--- config.mk ---
export PLATFORM = sky130hd
export DESIGN_NAME = dma_multi
export DESIGN_NICKNAME = d
export VERILOG_FILES = /design/src/rtl/dma_multi.sv
export SDC_FILE = /design/constraint.sdc
export NUM_CORES = 1
export LEC_CHECK = 0
export BUFFER_PORTS_ARGS = -buffer_cell sky130_fd_sc_hd__buf_2
export CORE_MARGIN = 5
export CORE_UTILIZATION = 30
export CTS_CLUSTER_SIZE = 16
export DETAILED_ROUTE_END_ITERATION = 8
export HOLD_SLACK_MARGIN = 0.08
export PLACE_DENSITY_LB_ADDON = 0.3
export REMOVE_ABC_BUFFERS = 1
export SYNTH_ARGS = -nofsm -noshare
export SYNTH_HDL_FRONTEND = slang
export SYNTH_SLANG_ARGS = --single-unit
--- constraint.sdc ---
create_clock -name clk1 -period 4 [get_ports clk1]
set_input_delay 0.8 -clock clk1 [delete_from_list [all_inputs] [get_ports clk1]]
set_output_delay 0.8 -clock clk1 [all_outputs]
set_load 0.005 [all_outputs]
--- src/rtl/dma_multi.sv ---
// Two-channel DMA engine: an OAM page-copy channel and a general src/dst/length channel
// (burst or HBlank-paced blocks) sharing one address port toward the memory arbiter.
module dma_multi #(
    parameter int unsigned OAM_LEN   = 160,
    parameter logic [15:0] OAM_BASE  = 16'hFE00,
    parameter int unsigned START_DLY = 1,
    parameter int unsigned BLK_BYTES = 16,
    parameter int unsigned CNT_W     = 7
) (
    input  logic        clk1,
    input  logic        nreset6,
    input  logic        step_en,
    input  logic        cpu_wr,
    input  logic        cpu_rd,
    input  logic [2:0]  reg_sel,
    input  logic [7:0]  d_in,
    output logic [7:0]  d_out,
    input  logic        hblank,
    output logic        dma_run,
    output logic        oam_busy,
    output logic        cpu_stall,
    output logic        dma_xfer,
    output logic [15:0] dma_src,
    output logic [15:0] dma_dst
);

    localparam int unsigned DW = $clog2(START_DLY + 1);
    localparam int unsigned BW = $clog2(BLK_BYTES);

    localparam logic [7:0]     OAM_LAST = 8'(OAM_LEN - 1);
    localparam logic [DW-1:0]  DLY_INIT = DW'(START_DLY);
    localparam logic [DW-1:0]  DLY_ONE  = DW'(1);
    localparam logic [BW-1:0]  BLK_LAST = BW'(BLK_BYTES - 1);
    localparam logic [BW-1:0]  BLK_ONE  = BW'(1);
    localparam logic [CNT_W:0] REM_ONE  = (CNT_W + 1)'(1);

    localparam logic [2:0] SEL_OAM_PAGE = 3'd0;
    localparam logic [2:0] SEL_SRC_HI   = 3'd1;
    localparam logic [2:0] SEL_SRC_LO   = 3'd2;
    localparam logic [2:0] SEL_DST_HI   = 3'd3;
    localparam logic [2:0] SEL_DST_LO   = 3'd4;
    localparam logic [2:0] SEL_GEN_CTRL = 3'd5;

    typedef enum logic [1:0] {
        OAM_IDLE,
        OAM_DELAY,
        OAM_RUN
    } oam_state_e;

    typedef enum logic [1:0] {
        GEN_IDLE,
        GEN_BURST,
        GEN_HB_WAIT,
        GEN_HB_BLOCK
    } gen_state_e;

    oam_state_e     oam_state_q;
    logic [7:0]     page_q;
    logic [7:0]     idx_q;
    logic [DW-1:0]  dly_q;

    gen_state_e     gen_state_q;
    logic [15:0]    src_q;
    logic [15:0]    dst_q;
    logic [CNT_W:0] rem_q;
    logic [BW-1:0]  bcnt_q;
    logic           hb_q;
    logic           hb_pend_q;
    logic           cancel_q;

    logic wr_oam, wr_src_hi, wr_src_lo, wr_dst_hi, wr_dst_lo, wr_ctrl;
    logic oam_xfer, gen_step, gen_moving, gen_xfer, gen_active;
    logic blk_end, last_blk, reload, cancel_now, hb_rise;
    logic [CNT_W:0]   n_plus1;
    logic [CNT_W-1:0] rem_m1;
    logic [15:0]      dst_vram;

    assign wr_oam    = cpu_wr && (reg_sel == SEL_OAM_PAGE);
    assign wr_src_hi = cpu_wr && (reg_sel == SEL_SRC_HI);
    assign wr_src_lo = cpu_wr && (reg_sel == SEL_SRC_LO);
    assign wr_dst_hi = cpu_wr && (reg_sel == SEL_DST_HI);
    assign wr_dst_lo = cpu_wr && (reg_sel == SEL_DST_LO);
    assign wr_ctrl   = cpu_wr && (reg_sel == SEL_GEN_CTRL);

    assign oam_busy   = (oam_state_q == OAM_RUN);
    assign gen_moving = (gen_state_q == GEN_BURST) || (gen_state_q == GEN_HB_BLOCK);
    assign gen_active = (gen_state_q != GEN_IDLE);

    // NOTE: a restart write to OAM_PAGE wins over a RUN step in the same clk1,
    // so the byte that step would have moved is never put on the port.
    assign oam_xfer = step_en && oam_busy && !wr_oam;
    assign gen_step = step_en && !oam_busy;
    assign gen_xfer = gen_step && gen_moving;

    assign blk_end    = gen_xfer && (bcnt_q == BLK_LAST);
    assign last_blk   = (rem_q == REM_ONE);
    assign reload     = wr_ctrl && d_in[7] && gen_active;
    assign cancel_now = wr_ctrl && !d_in[7];
    assign hb_rise    = hblank && !hb_q;
    assign n_plus1    = {1'b0, d_in[CNT_W-1:0]} + REM_ONE;
    assign rem_m1     = CNT_W'(rem_q - REM_ONE);
    assign dst_vram   = {3'b100, dst_q[12:0]};

    assign dma_xfer  = oam_xfer || gen_xfer;
    assign dma_run   = (oam_state_q != OAM_IDLE) || gen_moving;
    assign cpu_stall = gen_moving;
    assign dma_src   = oam_xfer ? {page_q, idx_q} : (gen_xfer ? src_q : 16'h0000);
    assign dma_dst   = oam_xfer ? (OAM_BASE + {8'h00, idx_q}) : (gen_xfer ? dst_vram : 16'h0000);

    always_ff @(posedge clk1 or negedge nreset6) begin
        if (!nreset6) begin
            oam_state_q <= OAM_IDLE;
            page_q      <= 8'h00;
            idx_q       <= 8'h00;
            dly_q       <= '0;
        end else if (wr_oam) begin
            page_q      <= d_in;
            idx_q       <= 8'h00;
            dly_q       <= DLY_INIT;
            oam_state_q <= OAM_DELAY;
        end else if (step_en) begin
            case (oam_state_q)
                OAM_DELAY: begin
                    if (dly_q == DLY_ONE) oam_state_q <= OAM_RUN;
                    else                  dly_q       <= dly_q - DLY_ONE;
                end
                OAM_RUN: begin
                    idx_q <= idx_q + 8'd1;
                    if (idx_q == OAM_LAST) oam_state_q <= OAM_IDLE;
                end
                default: oam_state_q <= OAM_IDLE;
            endcase
        end
    end

    always_ff @(posedge clk1 or negedge nreset6) begin
        if (!nreset6) begin
            gen_state_q <= GEN_IDLE;
            src_q       <= 16'h0000;
            dst_q       <= 16'h0000;
            rem_q       <= '0;
            bcnt_q      <= '0;
            hb_q        <= 1'b0;
            hb_pend_q   <= 1'b0;
            cancel_q    <= 1'b0;
        end else begin
            hb_q <= hblank;

            if (gen_xfer) begin
                src_q  <= src_q + 16'd1;
                dst_q  <= dst_q + 16'd1;
                bcnt_q <= bcnt_q + BLK_ONE;
            end
            // NOTE: register writes come after the increment so the CPU value wins
            // (last non-blocking assignment to a bit takes effect).
            if (wr_src_hi) src_q[15:8] <= d_in;
            if (wr_src_lo) src_q[7:0]  <= {d_in[7:4], 4'h0};
            if (wr_dst_hi) dst_q[15:8] <= {3'b100, d_in[4:0]};
            if (wr_dst_lo) dst_q[7:0]  <= {d_in[7:4], 4'h0};

            if (reload)       rem_q <= n_plus1;
            else if (blk_end) rem_q <= rem_q - REM_ONE;

            case (gen_state_q)
                GEN_IDLE: begin
                    if (wr_ctrl) begin
                        rem_q       <= n_plus1;
                        bcnt_q      <= '0;
                        cancel_q    <= 1'b0;
                        hb_pend_q   <= 1'b0;
                        gen_state_q <= d_in[7] ? GEN_HB_WAIT : GEN_BURST;
                    end
                end
                GEN_BURST: begin
                    if (blk_end && last_blk && !reload) gen_state_q <= GEN_IDLE;
                end
                GEN_HB_WAIT: begin
                    // Edge is remembered so a rise between step_en pulses is not lost.
                    if (hb_rise) hb_pend_q <= 1'b1;
                    if (cancel_now) begin
                        gen_state_q <= GEN_IDLE;
                    end else if (gen_step && (hb_pend_q || hb_rise)) begin
                        hb_pend_q   <= 1'b0;
                        gen_state_q <= GEN_HB_BLOCK;
                    end
                end
                GEN_HB_BLOCK: begin
                    if (cancel_now) cancel_q <= 1'b1;
                    if (blk_end) begin
                        cancel_q    <= 1'b0;
                        gen_state_q <= (cancel_q || cancel_now || (last_blk && !reload))
                                       ? GEN_IDLE : GEN_HB_WAIT;
                    end
                end
                default: gen_state_q <= GEN_IDLE;
            endcase
        end
    end

    always_comb begin
        d_out = 8'h00;
        if (cpu_rd) begin
            case (reg_sel)
                SEL_OAM_PAGE: d_out = page_q;
                SEL_SRC_HI:   d_out = src_q[15:8];
                SEL_SRC_LO:   d_out = src_q[7:0];
                SEL_DST_HI:   d_out = dst_q[15:8];
                SEL_DST_LO:   d_out = dst_q[7:0];
                SEL_GEN_CTRL: begin
                    d_out    = 8'(rem_m1);
                    d_out[7] = !gen_active;
                end
                default:      d_out = 8'h00;
            endcase
        end
    end

endmodule

==> qor.yml <==
logic_synthesis:
  synth.area.top_cells: "dfrtp_1 38%, xor2_1 7.1%, nand2_1 5.2%"
  synth_xor_xnor_area_share_pct: 11.0
  ys_seq_area_share_pct: 38.1
  synth_edf_count: 0
  synth_top_cell_by_area: "dfrtp_1"
  synth_warnings: 0
  synth_commonest_cells: "68 x dfrtp_1, 62 x nand2_1, 47 x nor2_1, 36 x xor2_1, 31 x a21oi_1"
  yosysMostFrequentCell: "dfrtp_1"
  synth_top_family_by_area: "simple AND/OR/NAND/NOR gates"
  synth-simple-area-share_pct: 22.9
  syn-instance-count: 501
  synth-compound-area-share_pct: 16.3
  ys_types: 55
  synth_top_area_share_pct: 38.1
  synth_seq_cells: 68
  ys.flop_type: "dfrtp_1"
  synth-adder-area-share_pct: 1.96
  netlist_area_um2: 4470
  synthMuxAreaShare_pct: 4.93
  async_reset_ff_share_pct: 100
  avgSynthCellArea_um2: 8.91
clock_tree:
  clk_pin_slew_ns: 0.05
  post-cts-setup-buffer-count: 0
  clockBufferDepth: 2
  cts_max_level: 3
  root_buffer: "clkbuf_16"
  cts_tree: "done"
  numCtsBuffers: 9
  cts_sinks: 68
  clk_latency_ns: 0.33
  hold_buffers: 0
  cts_resized: 0
timing:
  clock-skew-final_ns: 0.00868
  maxSlewHeadroom_pct: 31.3
  setup_viol: 0
  setup_ws_ns: 0.676
  slew_violations: 0
  setup_tns_ns: 0
  fin_crit_ns: 3.32
  rsz0062_at_grt: "no"
  hold_viol: 0
  fin_crit_sh_pct: 83.1
  max_freq_mhz: 301
  worst_pin_slew_ns: 1.02
run_status:
  status: "completed"
floorplan:
  io_pins: 61
  die_y_um: 132
  fp.dieArea_um2: 17400
  rows: 44
  die_x_um: 132
  coreArea_um2: 14600
  initial_core_util_pct: 30.6
place:
  hpwlAfterDp_um: 9800
  place_area_um2: 4880
  pre_cts_ws_ns: 0.724
  place_congestion: 0.834
  port_buffers: 60
setup_path:
  crit_chain: "buf_2 > inv_1 > nand2_1 > nor3_2 > nor2_2 > buf_4 > a22o_1 > buf_2"
  required_ns: 3.20
  cp_top_family: "buffers and inverters"
  worstSetupPathType: "primary input to output pin"
  r2r_cells: 3
  path_max_fanout: 25
  cp-start-kind: "primary input"
  critPathMaxStageDelay_ns: 0.46
  cpMaxStageDelayCell: "nor2_2"
  crit_path_end_kind: "output pin"
  crit_cells: 8
  critPathMostFrequentCell: "buf_2"
  arrival_ns: 2.52
  cp_num_buf_inv: 4
grt:
  grt_pass1_vias: 3936
  grt_max_degree: 69
  grt_first_pass_wirelength_um: 21700
  track_usage_pct: 15.4
  overflow: 0
  antenna_found_initial: 0
routing:
  ant_nets: 0
  viasPerCell: 5.33
  routed_wl_um: 13500
  drtPass1Iterations: 5
  vias: 3916
  routedWlPerCell_um: 18.4
  drt_iter0_markers: 269
  drc: 0
power:
  leakagePower_uw: 0.00220
  finalPower_uw: 2890
  irDropWorstVdd_mv: 0.202
  powerDensity_nw_per_um2: 558
layout:
  diodes: 0
  drive_gt1_share_pct: 20.7
  area_delta_synth_final_pct: 15.9
  design_area_um2: 5170
  fin_nets: 570
worst_hold_path:
  hold_path_depth: 2
  hold_path.class: "flop to flop"
job:
  max_cap_viol_count: 0
per-layer routing:
metal | GRT usage (%) | routed length [µm]
met1 | 20.9 | 6020
met5 | 0 | 0
met4 | 4.97 | 230
met2 | 25.2 | 6610
met3 | 2.60 | 645
cells by family (layout without fill, tap and decap cells):
group | count (synthesis) | count (layout)
compound gates | 113 | 113
xor+xnor | 56 | 56
fa+ha+maj | 7 | 7
buf+inv | 43 | 93
flops | 68 | 68
mux | 18 | 18
simple gates | 196 | 196
worst reg2reg max path, stage by stage (launching register included):
cell and delay (ns):
dfrtp_1 0.50, nor2_1 0.13, o21ai_1 0.81, mux2_2 0.42
registers in the layout, summed over array words and instances (netlist names):
register / flops
dst_q: 16
src_q: 16
idx_q: 8
page_q: 8
rem_q: 8
bcnt_q: 4
gen_state_q: 2
oam_state_q: 2
cancel_q: 1
dly_q: 1
hb_pend_q: 1
hb_q: 1
cells in the final DEF (no fill, tap or decap), types with 4 or more instances in the layout:
cell type	count
dfrtp_1	68
nand2_1	62
buf_2	60
nor2_1	46
xor2_1	36
a21oi_1	31
a22o_1	25
o21ai_0	24
xnor2_1	20
nand3_1	19
nand4_1	14
mux2_2	12
clkbuf_16	9
inv_1	8
and3_1	8
buf_4	8
o21ai_1	7
ha_1	7
nor2b_1	6
and2_1	6
a21o_1	6
nor4_2	4
nor3_2	4
nor3_1	4
mux2i_1	4
o22ai_1	4
layout make-up:
cell class / count / area [µm²]
timing repair buffer: 68 / 360
fill: 1487 / 9410
inverter: 9 / 38.8
sequential: 68 / 1700
clock inverter: 3 / 20.0
multi-input combinational: 390 / 2550
tap: 184 / 230
clock buffer: 13 / 270
per-stage QoR:
step | std cells | hold WS (ns) | util, %
6_report | 735 | 0.495 | 35.5
5_1_grt | 735 | 0.545 | 35.5
4_1_cts | 735 | 0.497 | 35.5
3_5_place_dp | 719 | 0.485 | 33.5
3_3_place_gp | 719 | 0.478 | 33.5
2_1_floorplan | 467 | 0.456 | -
final timing paths:
check | start | end | slack, ns
setup reg to reg | gen_state_q[1]$_DFFE_PN0P_ | rem_q[1]$_DFF_PN0_ | 2.03
max in group asynchronous | nreset6 | rem_q[2]$_DFF_PN0_ | 2.73
hold reg to reg | hb_pend_q$_DFFE_PN0P_ | hb_pend_q$_DFFE_PN0P_ | 0.50
hold / removal | hb_pend_q$_DFFE_PN0P_ | hb_pend_q$_DFFE_PN0P_ | 0.50
min in group asynchronous | nreset6 | idx_q[5]$_DFFE_PN0P_ | 0.69
setup / recovery | reg_sel[2] | dma_dst[3] | 0.68
report_power, final:
part | total, µW | internal [µW] | switching, µW
Combinational | 967 | 444 | 524
Sequential | 1150 | 871 | 277
Clock | 770 | 470 | 300
Total | 2890 | 1790 | 1100
Note: power is estimated with default switching activity, not from simulation.
